## config.mk

```make
export PLATFORM = sky130hd
export DESIGN_NAME = fwd_hazard_unit
export DESIGN_NICKNAME = d
export VERILOG_FILES = /design/src/rtl/fwd_pkg.sv /design/src/rtl/fwd_match.sv /design/src/rtl/fwd_hazard_unit.sv
export SDC_FILE = /design/constraint.sdc
export NUM_CORES = 1
export LEC_CHECK = 0
export CAP_MARGIN = 40
export CORE_MARGIN = 2
export CORE_UTILIZATION = 38
export DETAILED_ROUTE_END_ITERATION = 16
export DONT_BUFFER_PORTS = 1
export PLACE_DENSITY_LB_ADDON = 0.25
export SLEW_MARGIN = 30
export SYNTH_ARGS = -nofsm -noshare
export SYNTH_HDL_FRONTEND = slang
export SYNTH_SLANG_ARGS = --single-unit
```

## constraint.sdc

```tcl
create_clock -name clk -period 2.4 [get_ports clk]
set_input_delay 0.48 -clock clk [delete_from_list [all_inputs] [get_ports clk]]
set_output_delay 0.48 -clock clk [all_outputs]
set_load 0.03 [all_outputs]
```

## src/rtl/fwd_pkg.sv

```systemverilog
// Shared types for the forwarding / load-use hazard unit: per-stage entry flags,
// the register-file select code and the select-width helper.
package fwd_pkg;

  localparam int SEL_RF = 0;

  // Destination index is kept outside the struct so REG_W can stay a module parameter.
  typedef struct packed {
    logic valid;
    logic regwrite;
    logic is_load;
  } entry_flags_t;

  function automatic int sel_width(input int depth);
    return $clog2(depth + 1);
  endfunction

endpackage

```

## src/rtl/fwd_match.sv

```systemverilog
// Priority matcher for one source operand against every tracked stage.
// The youngest (lowest-index) matching writer decides the select or the hazard.
module fwd_match
  import fwd_pkg::*;
#(
  parameter int REG_W    = 3,
  parameter int DEPTH    = 3,
  parameter int LOAD_LAT = 2,
  parameter int ZERO_REG = 1,
  parameter int SEL_W    = 2
) (
  input  logic [REG_W-1:0]        src,
  input  logic                    src_use,
  input  entry_flags_t [DEPTH-1:0] ent_flags,
  input  logic [DEPTH*REG_W-1:0]  ent_rd,
  output logic [SEL_W-1:0]        sel,
  output logic                    hazard
);

  logic src_live;
  logic found;

  always_comb begin
    sel      = SEL_W'(SEL_RF);
    hazard   = 1'b0;
    found    = 1'b0;
    // A hard-wired zero register never carries a dependency.
    src_live = src_use && !((ZERO_REG != 0) && (src == '0));
    for (int k = 0; k < DEPTH; k++) begin
      if (!found && src_live && ent_flags[k].valid && ent_flags[k].regwrite &&
          (ent_rd[k*REG_W +: REG_W] == src)) begin
        found = 1'b1;
        if (ent_flags[k].is_load && ((k + 1) < LOAD_LAT)) begin
          hazard = 1'b1;
        end else begin
          sel = SEL_W'(k + 1);
        end
      end
    end
  end

endmodule

```

## src/rtl/fwd_hazard_unit.sv

```systemverilog
// Forwarding select and load-use stall generation beside the decode stage.
// Keeps a shadow pipe of in-flight destinations; stage 1 is EX, stage DEPTH is WB.
module fwd_hazard_unit
  import fwd_pkg::*;
#(
  parameter int   REG_W    = 3,
  parameter int   NSRC     = 2,
  parameter int   DEPTH    = 3,
  parameter int   LOAD_LAT = 2,
  parameter int   ZERO_REG = 1,
  parameter int   CNT_W    = 16,
  localparam int  SEL_W    = sel_width(DEPTH)
) (
  input  logic                  clk,
  input  logic                  rst,
  input  logic                  id_valid,
  input  logic [REG_W-1:0]      id_rd,
  input  logic                  id_regwrite,
  input  logic                  id_is_load,
  input  logic [NSRC*REG_W-1:0] id_src,
  input  logic [NSRC-1:0]       id_src_use,
  input  logic                  flush,
  output logic                  stall,
  output logic [NSRC*SEL_W-1:0] fwd_sel,
  output logic [CNT_W-1:0]      stall_cycles
);

  entry_flags_t [DEPTH-1:0] ent_flags;
  logic [DEPTH*REG_W-1:0]   ent_rd;
  logic [NSRC-1:0]          hazard;
  entry_flags_t             id_entry;

  assign stall = id_valid & (|hazard);

  // A stalled or squashed decode slot enters the pipe as a bubble.
  assign id_entry = '{valid:    id_valid & ~stall & ~flush,
                      regwrite: id_regwrite,
                      is_load:  id_is_load};

  for (genvar s = 0; s < NSRC; s++) begin : g_src
    fwd_match #(
      .REG_W   (REG_W),
      .DEPTH   (DEPTH),
      .LOAD_LAT(LOAD_LAT),
      .ZERO_REG(ZERO_REG),
      .SEL_W   (SEL_W)
    ) u_match (
      .src      (id_src[s*REG_W +: REG_W]),
      .src_use  (id_src_use[s]),
      .ent_flags(ent_flags),
      .ent_rd   (ent_rd),
      .sel      (fwd_sel[s*SEL_W +: SEL_W]),
      .hazard   (hazard[s])
    );
  end

  always_ff @(posedge clk or posedge rst) begin
    if (rst) begin
      ent_flags <= '0;
      ent_rd    <= '0;
    end else begin
      if (flush) begin
        ent_flags <= '0;
      end else begin
        ent_flags[0] <= id_entry;
        for (int k = 1; k < DEPTH; k++) begin
          ent_flags[k] <= ent_flags[k-1];
        end
      end
      ent_rd[0 +: REG_W] <= id_rd;
      for (int k = 1; k < DEPTH; k++) begin
        ent_rd[k*REG_W +: REG_W] <= ent_rd[(k-1)*REG_W +: REG_W];
      end
    end
  end

  // Saturating count of stalled cycles; only reset clears it.
  always_ff @(posedge clk or posedge rst) begin
    if (rst) begin
      stall_cycles <= '0;
    end else if (stall && (stall_cycles != {CNT_W{1'b1}})) begin
      stall_cycles <= stall_cycles + CNT_W'(1);
    end
  end

endmodule

```

After elaboration in Yosys (flattened, before gate mapping)

Cells that the tools add are included.

Add/sub/neg operators: 1
Multiply operators: 0
Div/mod/pow operators: 0
Magnitude comparators: 0
Eq/ne operators: 7
Shifts and indexed selects: 0
Muxes and demuxes: 15
Bitwise gates (word level): 5
Reductions and logical operators: 34

Operator list:

| kind                                                            | number |
|---|---|
| 1-bit logical AND                                               | 25 |
| 3-bit == test                                                   | 6 |
| 16-bit by 1-bit adder with 16-bit output, second input constant | 1 |
| 16-bit != test, second input constant                           | 1 |
| 2-bit 2-to-1 mux                                                | 5 |
| 1-bit 2-to-1 mux                                                | 9 |
| 9-bit 2-to-1 mux                                                | 1 |
| 1-bit zero test                                                 | 6 |
| 3-bit zero test                                                 | 2 |
| 1-bit bitwise AND                                               | 3 |
| 1-bit NOT                                                       | 2 |
| 2-bit OR reduction                                              | 1 |

Flip-flop bits (word level): 33
Bits in latches: 0
RAM bits: 0
ROM bits: 0
Input bits: 17
Output and inout port bits: 21
Word-level logic and storage cells: 72
Memories kept: 0

Depth between registers and ports, before layout

Word-level depth: 19
Depth in mapped cells: 7
Depth with buffers taken out: 6

By module

Synthesis repeated with hierarchy kept, for this count alone.

Cells, all modules: 150
Area total of the unflattened synthesis: 1697.9 µm²

By module, submodules not included:

| module          | times used | cells an instance | area an instance (µm²) |
|---|---|---|---|
| fwd_hazard_unit | 1          | 104               | 1370.1 |
| fwd_match       | 2          | 23                | 163.9 |

Least setup slack after synthesis

Ideal clock, no wire load.

Kind: input -> output
Start point: input port id_src[5]
End point: output port fwd_sel[2]
Arrival: 1.904 ns
Required time: 1.920 ns
Slack: 0.016 ns
Stages on the path: 4
Buffers on the path: 0
Cell sequence: xor2_1 > nor4_1 > or3b_2 > a21oi_1

Word-level cells in the longest chain between the ends: 19
Elaborated cells between the ends (all ways): 24

Ends and longest elaborated chain:

| item                            | RTL line              | text |
|---|---|---|
| from (decl)                     | fwd_hazard_unit.sv:20 | `input logic [NSRC*REG_W-1:0] id_src,` |
| 3-bit zero test                 | fwd_match.sv:28       | `src_live = src_use && !((ZERO_REG != 0) && (src == '0));` |
| 1-bit zero test                 | fwd_match.sv:28       |  |
| 1-bit logical AND               | fwd_match.sv:28       |  |
| 1-bit logical AND (3 in series) | fwd_match.sv:30       | `if (!found && src_live && ent_flags[k].valid && ent_flags[k].regwrite &&` |
| 1-bit 2-to-1 mux                | fwd_match.sv:30       |  |
| 1-bit zero test                 | fwd_match.sv:30       |  |
| 1-bit logical AND (4 in series) | fwd_match.sv:30       |  |
| 1-bit 2-to-1 mux                | fwd_match.sv:30       |  |
| 1-bit zero test                 | fwd_match.sv:30       |  |
| 1-bit logical AND (4 in series) | fwd_match.sv:30       |  |
| 2-bit 2-to-1 mux (*)            | fwd_match.sv:30       |  |
| to (decl)                       | fwd_hazard_unit.sv:24 | `output logic [NSRC*SEL_W-1:0] fwd_sel,` |

Every way passes the cells marked *; elsewhere a longest branch is shown, timed or not.

Worst setup path after layout

Start point: register ent_rd[7]
End point: output port fwd_sel[2]

Word-level cells in the longest chain between the ends: 3

Ends and longest elaborated chain:

| item                              | RTL line              | text |
|---|---|---|
| from (decl)                       | fwd_hazard_unit.sv:29 | `logic [DEPTH*REG_W-1:0] ent_rd;` |
| from (signal, indexed assignment) | fwd_hazard_unit.sv:70 | `ent_rd[0 +: REG_W] <= id_rd;` |
| from (signal, indexed assignment) | fwd_hazard_unit.sv:72 | `ent_rd[k*REG_W +: REG_W] <= ent_rd[(k-1)*REG_W +: REG_W];` |
| 3-bit == test                     | fwd_match.sv:31       | `(ent_rd[k*REG_W +: REG_W] == src)) begin` |
| 1-bit logical AND                 | fwd_match.sv:30       |  |
| 2-bit 2-to-1 mux                  | fwd_match.sv:30       |  |

Every way passes these cells.

==> impl_metrics.tcl <==
set metrics [dict create \
    ys_seq_area_share_pct 49.4 \
    gp_congestion 0.890 \
    async_flop_share_pct 100 \
    ctsHoldBuffers 0 \
    drive_gt1_share_pct 28.9 \
    die_area_um2 4800 \
    setup-tns-final_ns -0.0409 \
    hold_path_class "primary input to asynchronous set/reset pin" \
    vdd_drop_max_mv 0.309 \
    antenna_found_initial 0 \
    rows 23 \
    track_usage_pct 15.9 \
    hold_viol_final 0 \
    coreArea_um2 4060 \
    synthesis.area_um2 1620 \
    vias 1156 \
    tightest_slew_ns 0.490 \
    finalInstanceArea_um2 1970 \
    max_freq_mhz 410 \
    drc 0 \
    placed_cell_area_um2 1820 \
    gr-total-overflow 0 \
    yosysTopAreaCellShare_pct 49.4 \
    fp.dieH_um 69.3 \
    arrival_ns 1.96 \
    startpoint_type "flop" \
    violations "setup timing" \
    clockBufferDepth 2 \
    final_cell_mix "32 x dfrtp_1, 30 x xor2_1, 21 x buf_4" \
    setup_violations 1 \
    wl_um 3450 \
    fin_nets 191 \
    synth-edff-count 0 \
    dr.pass1.iters 4 \
    grt_pass1_wl_um 6020 \
    maxSlewViolCount 0 \
    yosys-top-cells-area "dfrtp_1 49%, xor2_1 16%, nor4_4 3.9%" \
    min_period_over_period_pct 102 \
    synth_ff_type "dfrtp_1" \
    synthDistinctLibCells 32 \
    io_pins 38 \
    synth_warnings 0 \
    netlist_instances 144 \
    wl_per_cell_um 15.5 \
    n_antenna_cell 0 \
    clock_latency_ns 0.27 \
    leakagePower_nw 0.887 \
    grt_start_max_net_pins 33 \
    required_ns 1.92 \
    start_util_pct 39.9 \
    drv_cap 0 \
    finalClockSkew_ns 0.00342 \
    cts_tree "built" \
    grt_setup_unrepaired "yes" \
    avgSynthCellArea_um2 11.3 \
    power_density_nw_per_um2 511 \
    worstSetupEndpointType "output pin" \
    path_clk_slew_ns 0.06 \
    dp_hpwl_um 2600 \
    final_common_cell "dfrtp_1" \
    dpl_worst_slack_ns 0.0819 \
    area_growth_pct 21.5 \
    yosysTopAreaCell "dfrtp_1" \
    viasPerCell 5.18 \
    status "finished, violations left" \
    clockRootBuffer "clkbuf_8" \
    drt_iter0_markers 34 \
    cts_made_buffers 5 \
    critical_path_class "flop to output pin" \
    ant_nets 0 \
    setup_slack_ns -0.0409 \
    port_buffers 0 \
    ys_ff_latch 32 \
    total_power_w 0.00101 \
    maxSlewHeadroom_pct 67.0 \
    cts_sinks 32 \
    fin_crit_ns 2.44 \
    synth_nets 162 \
    grt_pass1_vias 1250 \
    ctsHtreeMaxLevel 2 \
    die_w_um 69.3 \
    crit_fanout 2 \
]
-- layout make-up --
cell class | count | area (um2)
clock buffer | 6 | 72.6
sequential | 32 | 801
timing repair buffer | 24 | 191
multi-input combinational | 105 | 817
fill | 382 | 2090
tap | 50 | 62.6
clock inverter | 1 | 5.00
inverter | 5 | 18.8
-- routing by layer --
layer / share of wire, % / vias up / GRT usage (%)
met5: 0 / - / 0
met4: 2.6 / 0 / 6.10
met3: 5.9 / 9 / 5.09
met2: 50 / 37 / 27.0
met1: 41 / 555 / 18.6
li1: - / 555 / -
-- Yosys cell counts, types with 2 or more instances --
library cell and count:
o31ai_1 2, nor2_1 6, nor4_4 3, nand2b_1 3, nor4_1 7, mux2_2 2, nand4_1 2, nor2b_1 6
nand2_1 9, xnor2_1 2, or3_1 2, nor3_1 9, dfrtp_1 32, nand3_1 5, a21oi_1 3, xor2_1 30
inv_1 5, or3b_2 2
-- per-stage QoR --
| step | std cells | utilization (%) | hold slack, ns |
|---|---|---|---|
| after detailed placement | 213 | 45.0 | 0.427 |
| after global placement | 213 | 45.0 | 0.423 |
| final | 223 | 48.5 | 0.166 |
| after global routing | 223 | 48.5 | 0.201 |
| after floorplan | 144 | - | 0.409 |
| after CTS | 223 | 48.2 | 0.180 |
-- cell families (layout without fill, tap and decap cells) --
logic type	count (synthesis)	count (layout)	synth area share, %
compound gates	9	9	3.86
xor+xnor	32	32	17.3
fa+ha+maj	1	1	0.772
buf+inv	7	36	2.16
flops	32	32	49.4
mux	2	2	1.39
simple gates	61	61	25.1
-- registers in the layout, indices dropped and copies added, names as in the netlist --
name	count
stall_cycles	16
ent_rd	9
ent_flags	7
-- worst paths after layout --
| path | start | end | slack, ns | cells after the start |
|---|---|---|---|---|
| max reg2reg | ent_rd[2]$_DFF_PP0_ | stall_cycles[5]$_DFFE_PP0P_ | 0.32 | 6 |
| min | rst | ent_flags[1]$_DFF_PP0_ | 0.17 | 2 |
| max | ent_rd[7]$_DFF_PP0_ | fwd_sel[2] | -0.04 | 5 |
| min in group clk | id_rd[1] | ent_rd[1]$_DFF_PP0_ | 0.23 | 0 |
| max in group asynchronous | rst | stall_cycles[9]$_DFFE_PP0P_ | 1.93 | 2 |
| min reg2reg | ent_rd[4]$_DFF_PP0_ | ent_rd[7]$_DFF_PP0_ | 0.44 | 0 |
-- critical path: stages, from the launching register on --
cell and delay (ns):
dfrtp_1 0.40, xor2_1 0.15, nor4_2 0.40, or3b_4 0.44, a21oi_2 0.15, buf_6 0.14
-- where the power goes --
part	switching, W	internal (W)
sequential	0.0000111	0.000553
combinational	0.0000399	0.0000262
clock	0.000178	0.000197
total	0.000229	0.000776
-- what timing repair did --
item | CTS | global route
pin swaps | 2 | 4
setup endpoints to repair | 2 | 3
buffers inserted | 3 | 1
resized for setup | 8 | 3
Power figures use the tool's default switching activity.
